$ cat config.mk
export PLATFORM = sky130hd
export DESIGN_NAME = alu_addsub_seq
export DESIGN_NICKNAME = d
export VERILOG_FILES = /design/src/rtl/alu_pkg.sv /design/src/rtl/alu_chunk_add.sv /design/src/rtl/alu_addsub_seq.sv
export SDC_FILE = /design/constraint.sdc
export NUM_CORES = 1
export LEC_CHECK = 0
export BUFFER_PORTS_ARGS = -buffer_cell sky130_fd_sc_hd__clkbuf_2
export CORE_AREA = 2 2 118 120
export CTS_BUF_LIST = sky130_fd_sc_hd__clkbuf_16
export DETAILED_ROUTE_END_ITERATION = 12
export DIE_AREA = 0 0 120 122
export GPL_ROUTABILITY_DRIVEN = 0
export PLACE_DENSITY = 0.75
export SETUP_SLACK_MARGIN = 0.3
export SYNTH_ARGS = -nofsm -noshare
export SYNTH_HDL_FRONTEND = slang
export SYNTH_SLANG_ARGS = --single-unit
$ cat constraint.sdc
create_clock -name clk_i -period 8.99 [get_ports clk_i]
set_input_delay 1.798 -clock clk_i [delete_from_list [all_inputs] [get_ports clk_i]]
set_output_delay 1.798 -clock clk_i [all_outputs]
set_load 0.01 [all_outputs]
$ cat src/rtl/alu_pkg.sv
`default_nettype none
// ============================================================================
//  Module      : alu_pkg
//  Description : Shared op and FSM state encodings for the iterative
//                add/subtract/compare engine.
//  Revision    : 1.0  initial release
// ============================================================================
package alu_pkg;

    typedef logic [1:0] alu_op_t;
    typedef logic [1:0] alu_state_t;

    localparam alu_op_t ALU_OP_ADD  = 2'b00;
    localparam alu_op_t ALU_OP_SUB  = 2'b01;
    localparam alu_op_t ALU_OP_SLT  = 2'b10;
    localparam alu_op_t ALU_OP_SLTU = 2'b11;

    localparam alu_state_t ST_IDLE = 2'd0;
    localparam alu_state_t ST_RUN  = 2'd1;
    localparam alu_state_t ST_DONE = 2'd2;

endpackage
`default_nettype wire

$ cat src/rtl/alu_chunk_add.sv
`default_nettype none
// ============================================================================
//  Module      : alu_chunk_add
//  Description : CHUNK-bit combinational adder slice with carry in/out.
//  Revision    : 1.0  initial release
// ============================================================================
module alu_chunk_add #(
    parameter int CHUNK = 8
) (
    input  logic [CHUNK-1:0] a_i,
    input  logic [CHUNK-1:0] b_i,
    input  logic             ci_i,
    output logic [CHUNK-1:0] s_o,
    output logic             co_o
);

    assign {co_o, s_o} = {1'b0, a_i} + {1'b0, b_i} + {{CHUNK{1'b0}}, ci_i};

endmodule
`default_nettype wire

$ cat src/rtl/alu_addsub_seq.sv
`default_nettype none
// ============================================================================
//  Module      : alu_addsub_seq
//  Description : Multi-cycle add/sub/slt/sltu engine, CHUNK bits per cycle
//                through a registered carry chain, start/done handshake.
//  Revision    : 1.0  initial release
// ============================================================================
module alu_addsub_seq
    import alu_pkg::*;
#(
    parameter int WIDTH = 32,
    parameter int CHUNK = 8
) (
    input  logic             clk_i,
    input  logic             rst_i,
    input  logic             start_i,
    input  logic [1:0]       op_i,
    input  logic [WIDTH-1:0] a_i,
    input  logic [WIDTH-1:0] b_i,
    output logic             ready_o,
    output logic             done_o,
    output logic [WIDTH-1:0] c_o,
    output logic             zero_o,
    output logic             neg_o,
    output logic             carry_o,
    output logic             ovf_o
);

    localparam int c_N     = WIDTH / CHUNK;
    localparam int c_IDX_W = (c_N > 1) ? $clog2(c_N) : 1;
    localparam logic [c_IDX_W-1:0] c_LAST = c_IDX_W'(c_N - 1);

    alu_state_t         r_state;
    alu_state_t         w_next;
    logic               w_ready;
    logic               w_done;
    logic               w_accept;
    logic               w_last;

    logic [WIDTH-1:0]   r_a;
    logic [WIDTH-1:0]   r_b;
    logic [WIDTH-1:0]   r_sum;
    alu_op_t            r_op;
    logic               r_carry;
    logic [c_IDX_W-1:0] r_idx;

    logic [WIDTH-1:0]   r_c;
    logic               r_zero;
    logic               r_neg;
    logic               r_cy;
    logic               r_ovf;

    logic [CHUNK-1:0]   w_a_chunk;
    logic [CHUNK-1:0]   w_b_chunk;
    logic [CHUNK-1:0]   w_s_chunk;
    logic               w_co;
    logic [WIDTH-1:0]   w_s_full;
    logic               w_v;
    logic [WIDTH-1:0]   w_res;

    // ---------------- FSM ----------------
    always_ff @(posedge clk_i) begin
        if (rst_i) begin
            r_state <= ST_IDLE;
        end else begin
            r_state <= w_next;
        end
    end

    always_comb begin
        w_next = r_state;
        case (r_state)
            ST_IDLE: if (start_i) w_next = ST_RUN;
            ST_RUN:  if (r_idx == c_LAST) w_next = ST_DONE;
            ST_DONE: w_next = start_i ? ST_RUN : ST_IDLE;
            default: w_next = ST_IDLE;
        endcase
    end

    always_comb begin
        w_ready = (r_state == ST_IDLE) || (r_state == ST_DONE);
        w_done  = (r_state == ST_DONE);
    end

    assign w_accept = start_i && w_ready;
    assign w_last   = (r_state == ST_RUN) && (r_idx == c_LAST);

    // ---------------- chunk datapath ----------------
    assign w_a_chunk = r_a[r_idx*CHUNK +: CHUNK];
    assign w_b_chunk = r_b[r_idx*CHUNK +: CHUNK];

    alu_chunk_add #(
        .CHUNK (CHUNK)
    ) u_chunk_add (
        .a_i  (w_a_chunk),
        .b_i  (w_b_chunk),
        .ci_i (r_carry),
        .s_o  (w_s_chunk),
        .co_o (w_co)
    );

    // On the last chunk the top slice is still in flight, so splice it in.
    always_comb begin
        w_s_full                  = r_sum;
        w_s_full[WIDTH-1 -: CHUNK] = w_s_chunk;
    end

    assign w_v = (r_a[WIDTH-1] == r_b[WIDTH-1]) && (w_s_full[WIDTH-1] != r_a[WIDTH-1]);

    always_comb begin
        w_res = w_s_full;
        case (r_op)
            ALU_OP_SLT:  w_res = {{(WIDTH-1){1'b0}}, w_s_full[WIDTH-1] ^ w_v};
            ALU_OP_SLTU: w_res = {{(WIDTH-1){1'b0}}, ~w_co};
            default:     w_res = w_s_full;
        endcase
    end

    always_ff @(posedge clk_i) begin
        if (rst_i) begin
            r_a     <= '0;
            r_b     <= '0;
            r_sum   <= '0;
            r_op    <= ALU_OP_ADD;
            r_carry <= 1'b0;
            r_idx   <= '0;
            r_c     <= '0;
            r_zero  <= 1'b0;
            r_neg   <= 1'b0;
            r_cy    <= 1'b0;
            r_ovf   <= 1'b0;
        end else if (w_accept) begin
            r_a     <= a_i;
            r_b     <= (op_i != ALU_OP_ADD) ? ~b_i : b_i;
            r_op    <= op_i;
            r_carry <= (op_i != ALU_OP_ADD);
            r_idx   <= '0;
        end else if (r_state == ST_RUN) begin
            r_sum[r_idx*CHUNK +: CHUNK] <= w_s_chunk;
            r_carry <= w_co;
            r_idx   <= r_idx + 1'b1;
            if (w_last) begin
                r_c    <= w_res;
                r_zero <= (w_res == '0);
                r_neg  <= w_s_full[WIDTH-1];
                r_cy   <= w_co;
                r_ovf  <= w_v;
            end
        end
    end

    assign ready_o = w_ready;
    assign done_o  = w_done;
    assign c_o     = r_c;
    assign zero_o  = r_zero;
    assign neg_o   = r_neg;
    assign carry_o = r_cy;
    assign ovf_o   = r_ovf;

endmodule
`default_nettype wire

==> results of run 1 <==
final cells by class:
type / count / area (sq um)
clock buffers: 17 / 425.4
clock inverters: 15 / 151.4
fillers: 1295 / 6427
inverters: 11 / 41.29
multi-input cells: 493 / 3048
flip-flops and latches: 131 / 2623
well taps: 180 / 225.2
repair buffers: 110 / 563.0
how the worst min path moves through the flow:
stage                            to  slack, ns            startpoint  cells past startpoint
4_1_cts        r_b[17]$_SDFFE_PP0P_       0.45  r_b[17]$_SDFFE_PP0P_                      2
2_1_floorplan  r_b[16]$_SDFFE_PP0P_       0.43  r_b[16]$_SDFFE_PP0P_                      2
3_5_place_dp   r_b[26]$_SDFFE_PP0P_       0.45  r_b[26]$_SDFFE_PP0P_                      2
6_report       r_a[12]$_SDFFE_PP0P_       0.45  r_a[12]$_SDFFE_PP0P_                      2
5_1_grt         r_a[3]$_SDFFE_PP0P_       0.47   r_a[3]$_SDFFE_PP0P_                      2
3_3_place_gp   r_b[17]$_SDFFE_PP0P_       0.43  r_b[17]$_SDFFE_PP0P_                      2
per-stage QoR:
step	hold slack, ns	setup WS [ns]	power (mW)	instance area, sq um	utilization [%]
floorplan	0.4287	5.579	0.7462	5887	-
global route	0.4709	5.146	1.511	7077	52.40
CTS	0.4539	5.337	1.468	7077	52.40
finish	0.4519	5.325	1.459	7077	52.40
global placement	0.4347	5.409	0.7948	6500	48.13
detailed placement	0.4451	5.355	0.7974	6500	48.13
logic make-up after synthesis:
family	count (synthesis)	share of synthesized area (%)
simple gates	272	20.94
compound gates	152	15.24
flops	131	44.55
buf+inv	59	3.975
xor+xnor	38	5.781
mux	17	6.291
fa+ha+maj	14	3.231
cell usage after synthesis, types with 2 or more instances:
| cell | count | share of area (%) |
|---|---|---|
| xnor2_1 | 34 | 5.1 |
| buf_1 | 7 | 0.45 |
| nor3_1 | 6 | 0.51 |
| nand3_1 | 2 | 0.17 |
| mux4_2 | 16 | 6.1 |
| a211oi_2 | 2 | 0.43 |
| and3_1 | 24 | 2.6 |
| fa_1 | 2 | 0.68 |
| o211ai_1 | 2 | 0.25 |
| nor2_1 | 71 | 4.5 |
| clkbuf_1 | 36 | 2.3 |
| ha_1 | 12 | 2.6 |
| inv_1 | 11 | 0.70 |
| a21oi_1 | 103 | 8.8 |
| a211oi_1 | 2 | 0.25 |
| xor2_1 | 3 | 0.45 |
| nor2b_1 | 2 | 0.21 |
| buf_2 | 4 | 0.34 |
| a22oi_1 | 29 | 3.7 |
| and2_1 | 3 | 0.32 |
| o21ai_0 | 4 | 0.34 |
| dfxtp_1 | 131 | 45 |
| or4_1 | 4 | 0.51 |
| nor4_1 | 6 | 0.64 |
| nand2_1 | 141 | 9.0 |
where the power goes:
part | leakage [nW] | total [mW] | internal [mW] | switching (mW)
registers | 1.07 | 0.620 | 0.604 | 0.0156
logic | 1.56 | 0.166 | 0.0668 | 0.0995
clock network | 0.291 | 0.673 | 0.427 | 0.246
metal layers:
layer	up-vias	global-route usage, %	wire (microns)
li1	2509	-	-
met1	2205	24.76	6069
met2	154	32.24	6735
met3	31	5.852	859
met4	0	8.750	340
met5	-	0	0
state kept, by name, summed over array words and instances, names as in the netlist:
| signal | count |
|---|---|
| c_o | 32 |
| carry_o | 1 |
| neg_o | 1 |
| ovf_o | 1 |
| r_a | 32 |
| r_b | 32 |
| r_carry | 1 |
| r_idx | 2 |
| r_op | 2 |
| r_state | 2 |
| r_sum | 24 |
| zero_o | 1 |
tightest hold or removal path, stage by stage, from the launching register on:
cell     delay, ns
dfxtp_1       0.30
nand2_1       0.05
a21oi_1       0.05
==> flow_summary.json, run 1 <==
{
  "port_buffers": 106,
  "die-width_microns": 120,
  "wire_per_inst_microns": 14.63,
  "path_clk_slew_ns": 0.05,
  "crit_path_top_delay_cell": "dfxtp_1",
  "synth.avg_cell_area_sq_um": 8.619,
  "worstPathRequired_ns": 9.34,
  "worst-path-buf-inv": 1,
  "numCtsBuffers": 17,
  "antenna_found_initial": 0,
  "dieArea_sq_um": 14640,
  "row_count": 43,
  "ys_warn_count": 0,
  "crit_fanout": 19,
  "cts.sink_count": 131,
  "gr-usage-all-layers_pct": 19.94,
  "status": "completed",
  "hold_violations": 0,
  "fp.coreArea_sq_um": 13500,
  "drc": 0,
  "layout_commonest_cell": "nand2_1",
  "clk_latency_ns": 0.42,
  "finalSetupViolCount": 0,
  "worst_setup_path_end_kind": "flip-flop",
  "yosys.cell_types.count": 51,
  "tns_ns": 0,
  "postCtsSetupBuffers": 0,
  "cts_tree": "built",
  "synth_nets": 766,
  "nets": 847,
  "max_freq_mhz": 272.8,
  "cts_max_level": 4,
  "rsz0062_at_grt": "false",
  "r2r_end": "zero_o$_SDFFE_PP0P_",
  "overflow": 0,
  "start_util_pct": 43.59,
  "r2r-start": "r_idx[1]$_SDFFE_PP0P_",
  "vias_per_cell": 5.119,
  "final_cells": 957,
  "ff2ff_path_depth": 10,
  "crit_end": "zero_o$_SDFFE_PP0P_",
  "synth_edf_count": 0,
  "routed_wl_mm": 14.00,
  "skew_ns": 0.007344,
  "synthArstFlopShare_pct": 0,
  "hold_buffers": 0,
  "seq_area_frac_synth_pct": 44.55,
  "mostFrequentLayoutCells": "nand2_1, dfxtp_1, clkbuf_2, a21oi_1, nor2_1",
  "synth_ff_type": "dfxtp_1",
  "netlist_instances": 683,
  "worst_path_largest_cell_delay_ns": 0.88,
  "num_vias": 4899,
  "min_path_type": "reg -> reg",
  "firstDrtPassIters": 5,
  "grt_max_degree": 91,
  "postRouteAntennaNets": 0,
  "cp.arrival_ns": 4.01,
  "cp-startpoint": "r_idx[1]$_SDFFE_PP0P_",
  "slew_headroom_pct": 28.49,
  "grt_pass1_wl_mm": 22.71,
  "fin_crit_ns": 3.665,
  "dp.cells": 925,
  "synth_area_sq_um": 5887,
  "die_y_microns": 122,
  "drv_slew": 0,
  "ctsRootBufferMaster": "clkbuf_16",
  "path_cells": "mux4_2 > fa_1 > inv_1 > fa_1 > nand2b_2 > a21oi_2 > xor2_2 > or4_1 > or4_1 > o211ai_2",
  "reg2reg_slack_ns": 5.32,
  "p_per_area_nw_per_um2": 206.2,
  "finalCritPeriodShare_pct": 40.77,
  "vdd_drop_max_mv": 0.1145,
  "place_hpwl_mm": 9.786,
  "cts_max_path_buffers": 2,
  "drtIter0Drc": 275,
  "p_leak_nw": 2.916,
  "grt_pass1_vias": 4669,
  "maxCapViolCount": 0,
  "crit_type": "reg -> reg",
  "crit_cells": 10,
  "drive_gt1_share_pct": 22.01,
  "cts_resized": 0,
  "tightest_slew_ns": 1.070,
  "syn_to_final_growth_pct": 20.21,
  "num_antenna_cells": 0,
  "io_pins": 107,
  "cpLargestDelayFamily": "simple AND/OR/NAND/NOR gates",
  "synth_seq_cells": 131,
  "crit_path_start_kind": "flip-flop"
}
No activity file was read; power rests on OpenSTA's default activity.
==> run 2, diff against run 1 <==
--- a/config.mk
+++ b/config.mk
@@ -11,7 +11,7 @@
 export DETAILED_ROUTE_END_ITERATION = 12
 export DIE_AREA = 0 0 120 122
 export GPL_ROUTABILITY_DRIVEN = 0
-export PLACE_DENSITY = 0.75
+export PLACE_DENSITY = 0.77
 export SETUP_SLACK_MARGIN = 0.3
 export SYNTH_ARGS = -nofsm -noshare
 export SYNTH_HDL_FRONTEND = slang
==> constraint.sdc (replaced) <==
create_clock -name clk_i -period 3.28 [get_ports clk_i]
set_input_delay 0.656 -clock clk_i [delete_from_list [all_inputs] [get_ports clk_i]]
set_output_delay 0.656 -clock clk_i [all_outputs]
set_load 0.01 [all_outputs]
==> run 2 against run 1 <==
  * Fmax rose by 18%
  * Register-to-register slack got worse by 5.2 ns
  * Flip-flop and latch count did not move
  * Final cell count rose by 0.63%
  * Global-route usage rose by 0.42 points
  * Critical endpoint unchanged
  * Core utilization rose by 0.53 points
  * Largest power group unchanged
  * First-iteration DRC count rose by 28%
  * Critical path type unchanged
  * Die area did not move
  * Combinational power rose to 2.9 times the previous value
  * Wire length rose by 3.5%
==> flow_summary.json, run 2 (synthesized netlist as in run 1, its figures left out) <==
{
  "die-width_microns": 120,
  "antenna_found_initial": 0,
  "placed_area_sq_um": 6551,
  "path_clk_slew_ns": 0.05,
  "cts_max_level": 4,
  "place_hpwl_mm": 10.27,
  "dieArea_sq_um": 14640,
  "hold_buffers": 0,
  "drive_gt1_share_pct": 23.50,
  "slew_headroom_pct": 29.79,
  "cts_max_path_buffers": 2,
  "hold_violations": 0,
  "path_cells": "mux4_2 > fa_2 > inv_2 > fa_2 > nand2b_4 > a21oi_2 > xor2_2 > or4_1 > or4_4 > o211ai_2",
  "cpLargestDelayFamily": "simple AND/OR/NAND/NOR gates",
  "fp.coreArea_sq_um": 13500,
  "p_switching_mw": 0.9761,
  "grt_pass1_wl_mm": 23.16,
  "clkPwrFrac_pct": 44.2,
  "start_util_pct": 43.59,
  "tightest_slew_ns": 1.053,
  "tns_ns": 0,
  "p_int_mw": 2.929,
  "fin_total_pwr_mw": 3.905,
  "finalSetupViolCount": 0,
  "vdd_drop_max_mv": 0.4073,
  "crit_type": "reg -> reg",
  "drc": 0,
  "dpl_worst_slack_ns": 0.07664,
  "crit_fanout": 5,
  "rsz0062_at_grt": "true",
  "switching_share_pct": 24.99,
  "comb_power_share_pct": 12.3,
  "p_per_area_nw_per_um2": 546.3,
  "numCtsBuffers": 17,
  "io_pins": 107,
  "num_antenna_cells": 0,
  "overflow": 0,
  "syn_to_final_growth_pct": 21.42,
  "crit_top_cell": "fa_2",
  "num_vias": 5034,
  "routed_wl_mm": 14.49,
  "gr-usage-all-layers_pct": 20.36,
  "postRouteAntennaNets": 0,
  "row_count": 43,
  "cts_tree": "built",
  "status": "completed",
  "cp.arrival_ns": 3.46,
  "p_leak_nw": 2.957,
  "crit_cells": 10,
  "worst-path-buf-inv": 1,
  "finalCritPeriodShare_pct": 94.78,
  "nFillCells": 1246,
  "layout_commonest_cell": "nand2_1",
  "firstDrtPassIters": 5,
  "worst_path_largest_cell_delay_ns": 0.53,
  "final_cells": 963,
  "clk_latency_ns": 0.43,
  "layout_setup_ws_ns": 0.1713,
  "nets": 856,
  "drtIter0Drc": 352,
  "max_freq_mhz": 321.7,
  "post-route-util_pct": 52.93,
  "fin_crit_ns": 3.109,
  "ctsRootBufferMaster": "clkbuf_16",
  "crit_path_top_delay_cell": "or4_1",
  "worstPathRequired_ns": 3.63,
  "drv_slew": 0,
  "cts.sink_count": 131,
  "hold_ws_ns": 0.4486,
  "wire_per_inst_microns": 15.05,
  "port_buffers": 106,
  "mostFrequentLayoutCells": "nand2_1, dfxtp_1, clkbuf_2, a21oi_1, nor2_1",
  "maxCapViolCount": 0,
  "crit_path_start_kind": "flip-flop",
  "die_y_microns": 122,
  "grt_pass1_vias": 4597,
  "worst_setup_path_end_kind": "flip-flop",
  "vias_per_cell": 5.227,
  "ff2ff_path_depth": 10,
  "dp.cells": 931,
  "min_path_type": "in -> reg",
  "grt_max_degree": 105,
  "finish.instance_area_sq_um": 7148,
  "skew_ns": 0.006158,
  "hold_depth": 3,
  "power_frac_seq_pct": 43.6
}
## run 2: changes by cell type in the layout (fill, tap and decap cells not counted), moves of 2 or more
| cell | delta |
|---|---|
| buf_4 | +8 |
| clkinv_1 | +2 |
| clkinv_2 | -2 |
| clkinvlp_4 | -2 |
| fa_1 | -2 |
| fa_2 | +2 |
| ha_1 | -2 |
| ha_2 | +2 |
## run 2: final timing paths
kind,from,endpoint,slack [ns]
max,r_idx[0]$_SDFFE_PP0P_,zero_o$_SDFFE_PP0P_,0.17
max reg2reg,r_idx[0]$_SDFFE_PP0P_,zero_o$_SDFFE_PP0P_,0.17
min,a_i[23],r_a[23]$_SDFFE_PP0P_,0.45
min reg2reg,r_b[29]$_SDFFE_PP0P_,r_b[29]$_SDFFE_PP0P_,0.45
## run 2: tightest hold or removal path, delay by kind of cell
family	cells	cell delay, ns
buffers and inverters	1	0.08
AND/OR/NAND/NOR	1	0.04
AO/OA/AOI/OAI	1	0.05
## run 2: area by class of cell
| cell class | instances | area, sq um | share of cell area, % |
|---|---|---|---|
| clock buffer | 17 | 425.4 | 5.951 |
| clock inverter | 12 | 103.9 | 1.453 |
| inverter | 11 | 41.29 | 0.5776 |
| multi-input combinational | 493 | 3092 | 43.25 |
| sequential | 131 | 2626 | 36.74 |
| tap | 180 | 225.2 | 3.151 |
| timing repair buffer | 119 | 634.4 | 8.874 |
## run 2: timing repair
item / CTS / global route
resized for setup: 3 / 8
pin swaps: 2 / 3
endpoints found under the setup margin: 12 / 14
buffers inserted: 3 / 0
## run 2: routing by layer
layer  wire length [microns]  share of wire, %  GRT usage, %  up-vias
li1                        -                 -             -     2522
met3                     827               5.7         5.290       25
met2                    7035                49         33.70      177
met1                    6339                44         25.61     2310
met5                       0                 0             0        -
met4                     289               2.0         7.574        0
## run 2: power by group through the flow
stage                     sequential [mW]  combinational (mW)  clock (mW)
final                                1.70               0.479        1.73
after CTS                            1.70               0.469        1.75
after detailed placement             1.73               0.463           0
after global routing                 1.71               0.529        1.82
after global placement               1.73               0.454           0
after floorplan                      1.71               0.336           0
==> run 3, diff against run 2 <==
--- a/config.mk
+++ b/config.mk
@@ -6,13 +6,14 @@
 export NUM_CORES = 1
 export LEC_CHECK = 0
 export BUFFER_PORTS_ARGS = -buffer_cell sky130_fd_sc_hd__clkbuf_2
-export CORE_AREA = 2 2 118 120
+export CORE_AREA = 2 2 119 121
 export CTS_BUF_LIST = sky130_fd_sc_hd__clkbuf_16
 export DETAILED_ROUTE_END_ITERATION = 12
-export DIE_AREA = 0 0 120 122
+export DIE_AREA = 0 0 121 123
 export GPL_ROUTABILITY_DRIVEN = 0
 export PLACE_DENSITY = 0.77
 export SETUP_SLACK_MARGIN = 0.3
 export SYNTH_ARGS = -nofsm -noshare
 export SYNTH_HDL_FRONTEND = slang
+export SYNTH_HIERARCHICAL = 1
 export SYNTH_SLANG_ARGS = --single-unit
==> run 3 against run 2 <==
  * Sequential share of layout area decreased by 1.1 points
  * Via count increased by 1.6%
  * Core utilization is 1.2 points higher
  * Largest cell class unchanged
  * Largest power group is now registers
  * Clock skew rose by 0.0070 ns
==> flow_summary.json, run 3 <==
{
  "status": "completed",
  "cp-startpoint": "r_idx[1]$_SDFFE_PP0P_",
  "worst_setup_path_end_kind": "flip-flop",
  "synth_top_cell_area_share_pct": 44.00,
  "netlist_instances": 676,
  "num_vias": 5117,
  "cp.arrival_ns": 3.45,
  "rsz0062_at_grt": "true",
  "vdd_drop_max_mv": 0.3577,
  "path_clk_slew_ns": 0.06,
  "vias_per_cell": 5.248,
  "synth_most_common_cell": "nand2_1",
  "worstPathRequired_ns": 3.62,
  "wire_per_inst_microns": 15.09,
  "finalCritPeriodShare_pct": 94.79,
  "hold_violations": 0,
  "ctsRootBufferMaster": "clkbuf_16",
  "cts_max_level": 4,
  "seq_area_frac_synth_pct": 44.00,
  "die-width_microns": 121,
  "synth_fa_ha_area_share_pct": 3.380,
  "crit_type": "reg -> reg",
  "worstHoldStart": "c_o[14]$_SDFFE_PP0P_",
  "grt_max_degree": 75,
  "maxCapViolCount": 0,
  "antenna_found_initial": 0,
  "hold_buffers": 0,
  "p_per_area_nw_per_um2": 536.3,
  "synth_area_sq_um": 5961,
  "reg2reg_slack_ns": 0.17,
  "tns_ns": 0,
  "slew_headroom_pct": 39.51,
  "dieArea_sq_um": 14880,
  "crit_fanout": 6,
  "clk_latency_ns": 0.42,
  "die_y_microns": 123,
  "synth_nets": 759,
  "port_buffers": 106,
  "synth_seq_cells": 131,
  "fin_total_pwr_mw": 3.954,
  "mostFrequentLayoutCells": "nand2_1, dfxtp_1, a21oi_1, clkbuf_2, xnor2_1",
  "synth_ff_type": "dfxtp_1",
  "p_leak_nw": 2.916,
  "grt_pass1_wl_mm": 23.19,
  "cts_tree": "built",
  "nFillCells": 1244,
  "ys_warn_count": 6,
  "drc": 0,
  "postRouteAntennaNets": 0,
  "grt_pass1_vias": 4795,
  "tightest_slew_ns": 0.9061,
  "fin_crit_ns": 3.109,
  "layout_commonest_cell": "nand2_1",
  "finalSetupViolCount": 0,
  "synth.area.top_cells": "dfxtp_1, nand2_1, a21oi_1",
  "fp.coreArea_sq_um": 13610,
  "drive_gt1_share_pct": 26.67,
  "synth.avg_cell_area_sq_um": 8.818,
  "r2r-start": "r_idx[1]$_SDFFE_PP0P_",
  "overflow": 0,
  "syn_to_final_growth_pct": 23.70,
  "max_freq_mhz": 321.6,
  "skew_ns": 0.01318,
  "routed_wl_mm": 14.71,
  "synth_common_cells": "nand2_1, dfxtp_1, a21oi_1",
  "cts.sink_count": 131,
  "gr-usage-all-layers_pct": 20.02,
  "row_count": 43,
  "synthArstFlopShare_pct": 0,
  "cts_max_path_buffers": 2,
  "yosys.area_share.xor_xnor_pct": 5.437,
  "drtIter0Drc": 277,
  "start_util_pct": 43.79,
  "synth_compound_area_share_pct": 14.13,
  "muxShareOfSynthArea_pct": 6.213,
  "place_hpwl_mm": 10.31,
  "numCtsBuffers": 17,
  "crit_path_start_kind": "flip-flop",
  "yosysTopAreaCell": "dfxtp_1",
  "nets": 866,
  "min_path_type": "reg -> reg",
  "num_antenna_cells": 0,
  "yosys.cell_types.count": 47,
  "firstDrtPassIters": 6,
  "synth_edf_count": 0,
  "synth-simple-area-share_pct": 22.25,
  "io_pins": 107,
  "drv_slew": 0,
  "synth_top_family_by_area": "simple AND/OR/NAND/NOR gates"
}
run 3: changes by cell type in the layout (fill, tap and decap cells not counted), sizes merged, moves of 3 or more:
cell    previous run  this run
or4                4         0
a22oi             29        24
inv               15        12
buf               14        33
and2               3         0
a21oi            104       108
o21ai              5         2
o211ai             3         0
and3              24         0
nor2              74        31
nor2b              2         5
nand3b             2        36
nand2            142       173
run 3: cells by family (layout without fill, tap and decap cells):
family                     Yosys count  after routing
muxes                               17             17
AOI/OAI and AO/OA                  147            147
DFF                                131            131
buffers and inverters               57            176
adders and majority gates           15             15
xor gates and xnor gates            37             37
and+or+nand+nor                    272            272
run 3: final timing paths:
path,to,depth (start not counted)
hold reg to reg,c_o[14]$_SDFFE_PP0P_,2
setup reg to reg,zero_o$_SDFFE_PP0P_,12
setup / recovery,zero_o$_SDFFE_PP0P_,12
hold / removal,c_o[14]$_SDFFE_PP0P_,2
run 3: final cells by class:
cell class                 instances  area, sq um  share of cell area [%]
multi-input combinational        488         3166                   42.93
clock buffer                      17        425.4                   5.770
clock inverter                    14        101.3                   1.375
inverter                           7        26.28                  0.3564
tap                              180        225.2                   3.054
sequential                       131         2628                   35.64
timing repair buffer             138        802.0                   10.88
run 3: critical path: stages, from the launching register on:
cell and delay (ns):
dfxtp_2 0.34, buf_12 0.13, mux4_2 0.51, fa_2 0.41, fa_2 0.38, a21oi_2 0.17, nor2_1 0.06, nor2_2 0.17
xnor2_2 0.09, nor4_2 0.32, nand4_1 0.15, o21a_1 0.20, nor3_2 0.10
run 3: power by group:
group / switching [mW] / internal [mW]
clock: 0.664 / 1.02
sequential: 0.0540 / 1.66
combinational: 0.307 / 0.256
total: 1.02 / 2.93
run 3: timing repair:
item,4_1_cts,5_1_grt
buffers inserted,5,9
pin swaps,4,11
gates resized for setup,6,6
setup endpoints to repair,3,4
run 3: through the flow:
step | hold WS [ns] | cells | util [%] | setup slack (ns) | cell area, sq um
after floorplan | 0.4287 | 676 | - | 0.3037 | 6028
after global placement | 0.4373 | 930 | 49.11 | 0.1694 | 6685
after detailed placement | 0.4444 | 930 | 49.11 | 0.01586 | 6685
after CTS | 0.4416 | 966 | 53.53 | 0.2280 | 7287
after global routing | 0.4585 | 975 | 54.17 | 0.07645 | 7373
final | 0.4489 | 975 | 54.17 | 0.1709 | 7373
run 3: per-layer routing:
metal,global-route usage [%],vias up,share of wire [%]
met2,34.16,181,50
li1,-,2536,-
met1,23.81,2371,42
met5,0,-,0
met4,7.267,0,1.9
met3,6.181,29,6.3
